## src/rtl/mult2_sequencer.sv

```systemverilog
// Sequential unsigned WIDTH x WIDTH multiplier built on one 2x2-bit partial-product slice.
// Optional build macro MULT2_ZERO_SKIP_EN: a zero operand finishes one cycle after acceptance.
module mult2_sequencer #(
  parameter int WIDTH = 8
) (
  input  logic                 clk,
  input  logic                 rst,
  input  logic                 in_valid,
  output logic                 in_ready,
  input  logic [WIDTH-1:0]     a,
  input  logic [WIDTH-1:0]     b,
  output logic                 out_valid,
  input  logic                 out_ready,
  output logic [2*WIDTH-1:0]   product,
  output logic                 busy
);

  localparam int DIGITS = WIDTH / 2;
  localparam int NSTEP  = DIGITS * DIGITS;
  localparam int KW     = (NSTEP > 1) ? $clog2(NSTEP) : 1;
  localparam int PW     = 2 * WIDTH;

  generate
    if ((WIDTH < 2) || (WIDTH % 2 != 0)) begin : g_bad_width
      $error("mult2_sequencer: WIDTH must be even and >= 2");
    end
  endgenerate

  typedef enum logic [1:0] {IDLE, RUN, DONE} state_t;

  state_t          state;
  logic [WIDTH-1:0] a_reg, b_reg;
  logic [PW-1:0]   acc, acc_next;
  logic [KW-1:0]   k;
  logic [1:0]      a_dig, b_dig;
  logic [3:0]      pp;
  logic            zero_op, last_step;
  int unsigned     kk, i_dig, j_dig;

  // Digit pair k walks a's digits fastest, then steps b's digit.
  always_comb begin
    kk        = 32'(k);
    i_dig     = kk % DIGITS;
    j_dig     = kk / DIGITS;
    a_dig     = 2'(a_reg >> (2 * i_dig));
    b_dig     = 2'(b_reg >> (2 * j_dig));
    pp        = 4'(a_dig) * 4'(b_dig);
    acc_next  = acc + (PW'(pp) << (2 * (i_dig + j_dig)));
`ifdef MULT2_ZERO_SKIP_EN
    zero_op   = (a_reg == '0) || (b_reg == '0);
`else
    zero_op   = 1'b0;
`endif
    last_step = (k == KW'(NSTEP - 1)) || zero_op;
  end

  always_ff @(posedge clk) begin
    if (rst) begin
      state     <= IDLE;
      in_ready  <= 1'b1;
      out_valid <= 1'b0;
      busy      <= 1'b0;
      product   <= '0;
      acc       <= '0;
      k         <= '0;
      a_reg     <= '0;
      b_reg     <= '0;
    end else begin
      case (state)
        IDLE: begin
          if (in_valid && in_ready) begin
            a_reg    <= a;
            b_reg    <= b;
            acc      <= '0;
            k        <= '0;
            in_ready <= 1'b0;
            busy     <= 1'b1;
            state    <= RUN;
          end
        end
        RUN: begin
          acc <= acc_next;
          if (last_step) begin
            // With a zero operand the first partial sum is already 0.
            product   <= acc_next;
            out_valid <= 1'b1;
            state     <= DONE;
          end else begin
            k <= k + KW'(1);
          end
        end
        DONE: begin
          if (out_valid && out_ready) begin
            out_valid <= 1'b0;
            in_ready  <= 1'b1;
            busy      <= 1'b0;
            state     <= IDLE;
          end
        end
        default: begin
          state     <= IDLE;
          in_ready  <= 1'b1;
          out_valid <= 1'b0;
          busy      <= 1'b0;
        end
      endcase
    end
  end

endmodule

```

## config.mk

```make
export PLATFORM = sky130hd
export DESIGN_NAME = mult2_sequencer
export DESIGN_NICKNAME = d
export VERILOG_FILES = /design/src/rtl/mult2_sequencer.sv
export SDC_FILE = /design/constraint.sdc
export NUM_CORES = 1
export LEC_CHECK = 0
export ABC_CLOCK_PERIOD_IN_PS = 4500
export BUFFER_PORTS_ARGS = -buffer_cell sky130_fd_sc_hd__buf_2
export CORE_MARGIN = 3
export CORE_UTILIZATION = 50
export CTS_CLUSTER_DIAMETER = 120
export CTS_CLUSTER_SIZE = 25
export DETAILED_ROUTE_END_ITERATION = 10
export GPL_TIMING_DRIVEN = 0
export PLACE_DENSITY_LB_ADDON = 0.08
export SLEW_MARGIN = 30
export SYNTH_ARGS = -nofsm -noshare
export SYNTH_HDL_FRONTEND = slang
export SYNTH_SLANG_ARGS = --single-unit
```

## constraint.sdc

```tcl
create_clock -name clk -period 4.5 [get_ports clk]
set_input_delay 0.45 -clock clk [delete_from_list [all_inputs] [get_ports clk]]
set_output_delay 0.45 -clock clk [all_outputs]
set_load 0.01 [all_outputs]
```

==> reports/qor.txt, run 1 <==
Vias -> 2874
vias in the first global route -> 2656
Final period util -> 91.5%
crit start category -> flop
Post-Syn Area -> 0.00318 mm2
Slew HR -> 44.9%
Clock Latency Late Sink -> 0.35 ns
CTS Hold Bufs -> 0
Worst-path clk slew -> 0.07 ns
leakage power -> 1.52 nW
pins over their slew limit -> 0
GP Congestion -> 0.856
MaxCap Viol Count -> 0
Root Buffer -> clkbuf_8
Core ar. -> 0.00603 mm2
Syn. warnings -> 0
worst-margin pin slew -> 0.824 ns
I/O Buffers -> 37
number of cell rows -> 28
Routed WL -> 7700 um
grt total ovfl -> 0
CTS tree -> built
Power per Cell Area -> 320 mW/mm2
fmax -> 243 MHz
routed length per instance -> 14.7 um
Initial DRC Count -> 190
fin nets -> 486
Top Ports -> 39
GR Layer Usage met3 -> 6.44%
Max clock buf depth -> 2
Die Footprint -> 0.00734 mm2
Total Power -> 0.00118 W
syn avg cell area -> 8.02 um2
status -> complete, no violations
EDFF count, synth -> 0
asr flop ratio synth -> 0%
Critical Path End Type -> flop
setup TNS -> 0 ns
final setup fails -> 0
RSZ-0062 raised after global routing -> no
drt pass-1 iters -> 5
WHS -> 0.332 ns
first-pass GRT wire length -> 12700 um
grt met1 use -> 30.0%
sequential fraction of the synthesis area -> 35.9%
Area Overhead vs Synth -> 15.9%
Vias/cell -> 5.48
H-tree Lvls -> 3
final critical-path required period -> 4.12 ns
Post-Syn Nets -> 438
class of the worst hold path -> input pin to flop
Fin Clk Skew -> 0.0100 ns
routing usage on met2 -> 35.2%
Yosys reg bits -> 57
critical path class -> flop to flop
Final Hold Viols -> 0
Synth Instances -> 396
Initial Util -> 52.7%
CTS buffer count -> 9
DRC -> 0
DIE HEIGHT -> 85.7 um
largest net degree at the start of global routing -> 11
Ant. Diodes -> 0
layout cells sized above 1 -> 15.4%
gr usage total -> 22.2%
antenna-violating nets left -> 0
arrival time worst endpoint -> 4.34 ns
CP max FO -> 9
Clock Sinks -> 57
Die X -> 85.7 um
DP Wirelength -> 5720 um
GRT Max-Usage Layer -> met2
initial antenna violation count -> 0
WP data required -> 4.72 ns
Top Registers -> acc: 16 flops, product: 16 flops
Distinct cells, synth -> 51
Layout Utilization -> 61.1%
Primary FF master, synth -> dfxtp_1
VDD IR max -> 0.274 mV
[path summary, 6_finish.rpt]
check | startpoint | to | slack, ns | depth (start not counted)
max | k[2] | product[15] | 0.38 | 16
min | b[2] | b_reg[2] | 0.33 | 3
max reg2reg | k[2] | product[15] | 0.38 | 16
min reg2reg | product[9] | product[9] | 0.45 | 2
[stage by stage]
step / std cells / cell area, um2 / setup slack, ns
6_report: 524 / 3680 / 0.382
5_1_grt: 524 / 3680 / 0.109
4_1_cts: 524 / 3670 / 0.292
3_5_place_dp: 508 / 3450 / 0.301
3_3_place_gp: 508 / 3450 / 0.397
2_1_floorplan: 396 / 3180 / 0.844
[where the power goes]
group          internal, W  total, W  switching, W
combinational    0.0000360  0.000102     0.0000660
sequential        0.000520  0.000532     0.0000117
clock             0.000326  0.000543      0.000218
[cells in the mapped netlist, types with 2 or more instances]
| library cell | n | area share, % |
|---|---|---|
| clkbuf_1 | 18 | 2.1 |
| nor2b_1 | 5 | 0.99 |
| mux4_2 | 4 | 2.8 |
| ha_1 | 20 | 7.9 |
| o21ai_1 | 4 | 0.63 |
| and2_1 | 4 | 0.79 |
| or3_1 | 2 | 0.39 |
| a211oi_1 | 3 | 0.71 |
| o21ai_0 | 10 | 1.6 |
| xnor2_1 | 8 | 2.2 |
| fa_1 | 2 | 1.3 |
| a22o_1 | 5 | 1.4 |
| nor2_1 | 28 | 3.3 |
| buf_2 | 2 | 0.32 |
| nor3_1 | 10 | 1.6 |
| o31ai_1 | 3 | 0.71 |
| o211ai_1 | 2 | 0.47 |
| o22ai_1 | 2 | 0.39 |
| a21o_1 | 4 | 0.95 |
| a21oi_1 | 50 | 7.9 |
| and3_1 | 2 | 0.39 |
| dfxtp_1 | 57 | 36 |
| nand2b_1 | 5 | 0.99 |
| nand3b_1 | 3 | 0.71 |
| a31oi_1 | 7 | 1.4 |
| nand2_1 | 80 | 9.5 |
| nand4_1 | 3 | 0.59 |
| nand3_1 | 12 | 1.9 |
| inv_1 | 12 | 1.4 |
| xor2_1 | 6 | 1.7 |
| o21a_1 | 3 | 0.71 |
[layout by cell type (no fill, tap or decap), types with 4 or more instances in the layout]
cell      instances
a21o_1            4
a21oi_1          50
a22o_1            5
a31oi_1           6
and2_1            4
buf_2            39
clkbuf_1         19
clkbuf_8         10
dfxtp_1          57
ha_1             20
inv_1            12
mux4_2            4
nand2_1          80
nand2b_1          5
nand3_1          12
nor2_1           28
nor2b_1           5
nor3_1           10
o21ai_0          10
o21ai_1           4
xnor2_1           8
xor2_1            6
[layer usage]
metal | vias to the layer above | share of wire (%) | wire length, um
met3 | 8 | 5.2 | 400
li1 | 1477 | - | -
met4 | 0 | 1.1 | 85
met1 | 1306 | 47 | 3650
met2 | 83 | 46 | 3560
met5 | - | 0 | 0
[layout make-up]
class / count / area [um2]
Fill cell: 596 / 2340
Multi-Input combinational cell: 306 / 1910
Sequential cell: 57 / 1140
Timing Repair Buffer: 37 / 185
Clock buffer: 11 / 141
Tap cell: 75 / 93.8
Buffer: 21 / 85.1
Clock inverter: 5 / 78.8
Inverter: 12 / 45.0
[cell families (layout without fill, tap and decap cells)]
| logic type | Yosys count | in the layout | synth area share (%) |
|---|---|---|---|
| AO/OA/AOI/OAI | 103 | 103 | 20.3 |
| adder cells (fa/ha/maj) | 22 | 22 | 9.14 |
| buffers and inverters | 33 | 86 | 4.10 |
| flip-flops | 57 | 57 | 35.9 |
| XOR/XNOR | 14 | 14 | 3.86 |
| multiplexers | 6 | 6 | 3.62 |
| AND/OR/NAND/NOR | 161 | 161 | 23.0 |
[worst max-delay path, stage by stage, from the launching register on]
cell and delay, ns:
dfxtp_1 0.35, buf_2 0.20, mux4_2 0.57, and2_1 0.18, ha_1 0.17, ha_1 0.31, nor2b_1 0.15, a31oi_2 0.25
nor2_1 0.12, ha_1 0.28, clkbuf_1 0.31, a21o_1 0.19, a31oi_1 0.05, o21ai_1 0.29, o31ai_1 0.12, nor3_1 0.33
o31ai_1 0.11
[repair_timing]
| action | in CTS | in global routing |
|---|---|---|
| gates resized for setup | 0 | 1 |
| buffers inserted | 0 | 0 |
| endpoints found under the setup margin | 0 | 2 |
Note: power is estimated with default switching activity, not from simulation.
==> run 2: changes to the inputs <==
- CORE_ASPECT_RATIO: default -> 0.75
==> run 2 against run 1 <==
Against the previous run:
- clock-buffer cell count is 1 higher
- critical path type unchanged
- cell count increased by 0.57%
- register-to-register slack worse by 0.13 ns
- total power up 6.3%
- die area increased by 0.13%
- non-clock buffer count did not move
- global-route usage grew 0.90 points
- largest power group unchanged
- worst hold slack is essentially flat
- wire length up 4.6%
- combinational power is essentially flat
- first-iteration DRC count shrank 27%
- via count is 0.97% higher
==> reports/qor.txt, run 2 (synthesis gave the netlist of run 1 again) <==
CTS tree -> built
Initial DRC Count -> 138
hold path startpoint -> b[3]
Worst path max stage delay -> 0.61 ns
placed cell count -> 511
# Post-CTS Setup Buffers -> 0
vias in the first global route -> 2694
GP Congestion -> 0.904
fmax -> 236 MHz
Top Ports -> 39
antenna-violating nets left -> 0
Vias -> 2902
Ant. Diodes -> 0
Power per Cell Area -> 337 mW/mm2
VDD IR max -> 0.217 mV
Worst-path clk slew -> 0.06 ns
CTS buffer count -> 9
Reg area -> 0.00114 mm2
Max clock buf depth -> 2
class of the worst hold path -> input pin to flop
Total Power -> 0.00125 W
area of the multi-input gates -> 0.00191 mm2
WP data required -> 4.71 ns
worst-margin pin slew -> 0.759 ns
Crit-path slowest cell -> mux4_2
Initial Util -> 53.1%
commonest cells after routing, fill and taps aside -> nand2_1 (80), dfxtp_1 (57), a21oi_1 (50), buf_2 (39), nor2_1 (28)
Final period util -> 94.3%
largest net degree at the start of global routing -> 11
MaxCap Viol Count -> 0
grt total ovfl -> 0
layout cells sized above 1 -> 15.4%
Critical Path End Type -> flop
Final Hold Viols -> 0
setup TNS -> 0 ns
Most Frequent Cell on Critical Path -> ha_1
DIE HEIGHT -> 75.0 um
drt pass-1 iters -> 4
I/O Buffers -> 37
Root Buffer -> clkbuf_8
Slew HR -> 49.2%
final non-filler cell total -> 527
RSZ-0062 raised after global routing -> no
pins over their slew limit -> 0
leakage power -> 1.54 nW
crit-path cells -> mux4_2 -> and2_1 -> ha_1 -> ha_1 -> nor2b_1 -> a31oi_2 -> nor2_1 -> ha_1 -> nor2b_4 -> o211ai_4 -> a31oi_4 -> a31oi_1 -> mux2_2 -> o21ai_0 -> a21oi_1
DRC -> 0
critical path class -> flop to flop
routed length per instance -> 15.3 um
Clock Latency Late Sink -> 0.35 ns
fin nets -> 486
FF-to-FF Start -> k[0]
Top Registers -> acc: 16 flops, product: 16 flops
Layout fillers -> 549
first-pass GRT wire length -> 13100 um
Worst setup startpoint -> k[0]
gr usage total -> 23.1%
final setup fails -> 0
CTS Hold Bufs -> 0
DP Wirelength -> 6080 um
initial antenna violation count -> 0
commonest non-fill, non-tap cell in the layout -> nand2_1
Core ar. -> 0.00598 mm2
Clock Sinks -> 57
crit start category -> flop
Die X -> 98.0 um
H-tree Lvls -> 3
Layout Utilization -> 62.2%
Area Overhead vs Synth -> 17.1%
Die Footprint -> 0.00735 mm2
Routed WL -> 8060 um
number of cell rows -> 24
final critical-path required period -> 4.25 ns
arrival time worst endpoint -> 4.46 ns
Fin Clk Skew -> 0.0107 ns
status -> complete, no violations
CP max FO -> 6
Vias/cell -> 5.51
[run 2: cell types whose count changed in the layout (fill, tap and decap cells not counted)]
| cell | previous run | this run |
|---|---|---|
| clkinv_2 | 2 | 0 |
| bufinv_16 | 2 | 3 |
| clkbuf_8 | 10 | 11 |
[run 2: power breakdown]
part           internal (W)  switching (W)
Clock              0.000399       0.000217
Sequential         0.000520      0.0000117
Combinational     0.0000360      0.0000675
[run 2: timing repair]
| item | in CTS | in global routing |
|---|---|---|
| gates resized for setup | 0 | 1 |
| hold endpoints to repair | 0 | 0 |
| endpoints found under the setup margin | 0 | 4 |
[run 2: cell type report]
| class | count | area share (%) |
|---|---|---|
| well taps | 78 | 2.62 |
| flip-flops and latches | 57 | 30.7 |
| clock inverters | 4 | 2.66 |
| multi-input cells | 306 | 51.4 |
| clock buffers | 12 | 4.17 |
| repair buffers | 37 | 4.98 |
| plain buffers | 21 | 2.29 |
| inverters | 12 | 1.21 |
[run 2: metal layers]
| layer | track usage [%] | vias to the layer above | part of all wire (%) |
|---|---|---|---|
| met3 | 6.30 | 14 | 5.7 |
| li1 | - | 1480 | - |
| met1 | 31.5 | 1333 | 49 |
| met4 | 8.29 | 0 | 1.5 |
| met5 | 0 | - | 0 |
| met2 | 35.6 | 75 | 44 |
[run 2: critical path: cells and delay by family (launching register included)]
| kind | cells | cell delay (ns) |
|---|---|---|
| multiplexers | 2 | 0.98 |
| flip-flops | 1 | 0.52 |
| AO/OA/AOI/OAI | 6 | 1.14 |
| AND/OR/NAND/NOR | 4 | 0.60 |
| adder cells (fa/ha/maj) | 3 | 0.86 |
[run 2: metrics by stage]
stage                     cell area [um2]  hold WS, ns  worst slack (ns)
after CTS                            3710        0.323             0.133
after global placement               3460        0.436             0.339
after global routing                 3720        0.323            0.0471
after floorplan                      3180        0.427             0.844
after detailed placement             3460        0.443             0.197
final                                3720        0.332             0.254
[run 2: final timing paths]
kind	end	depth (start not counted)	slack [ns]
hold reg to reg	product[9]	2	0.45
setup / recovery	product[14]	15	0.25
hold / removal	b_reg[3]	3	0.33
setup reg to reg	product[14]	15	0.25
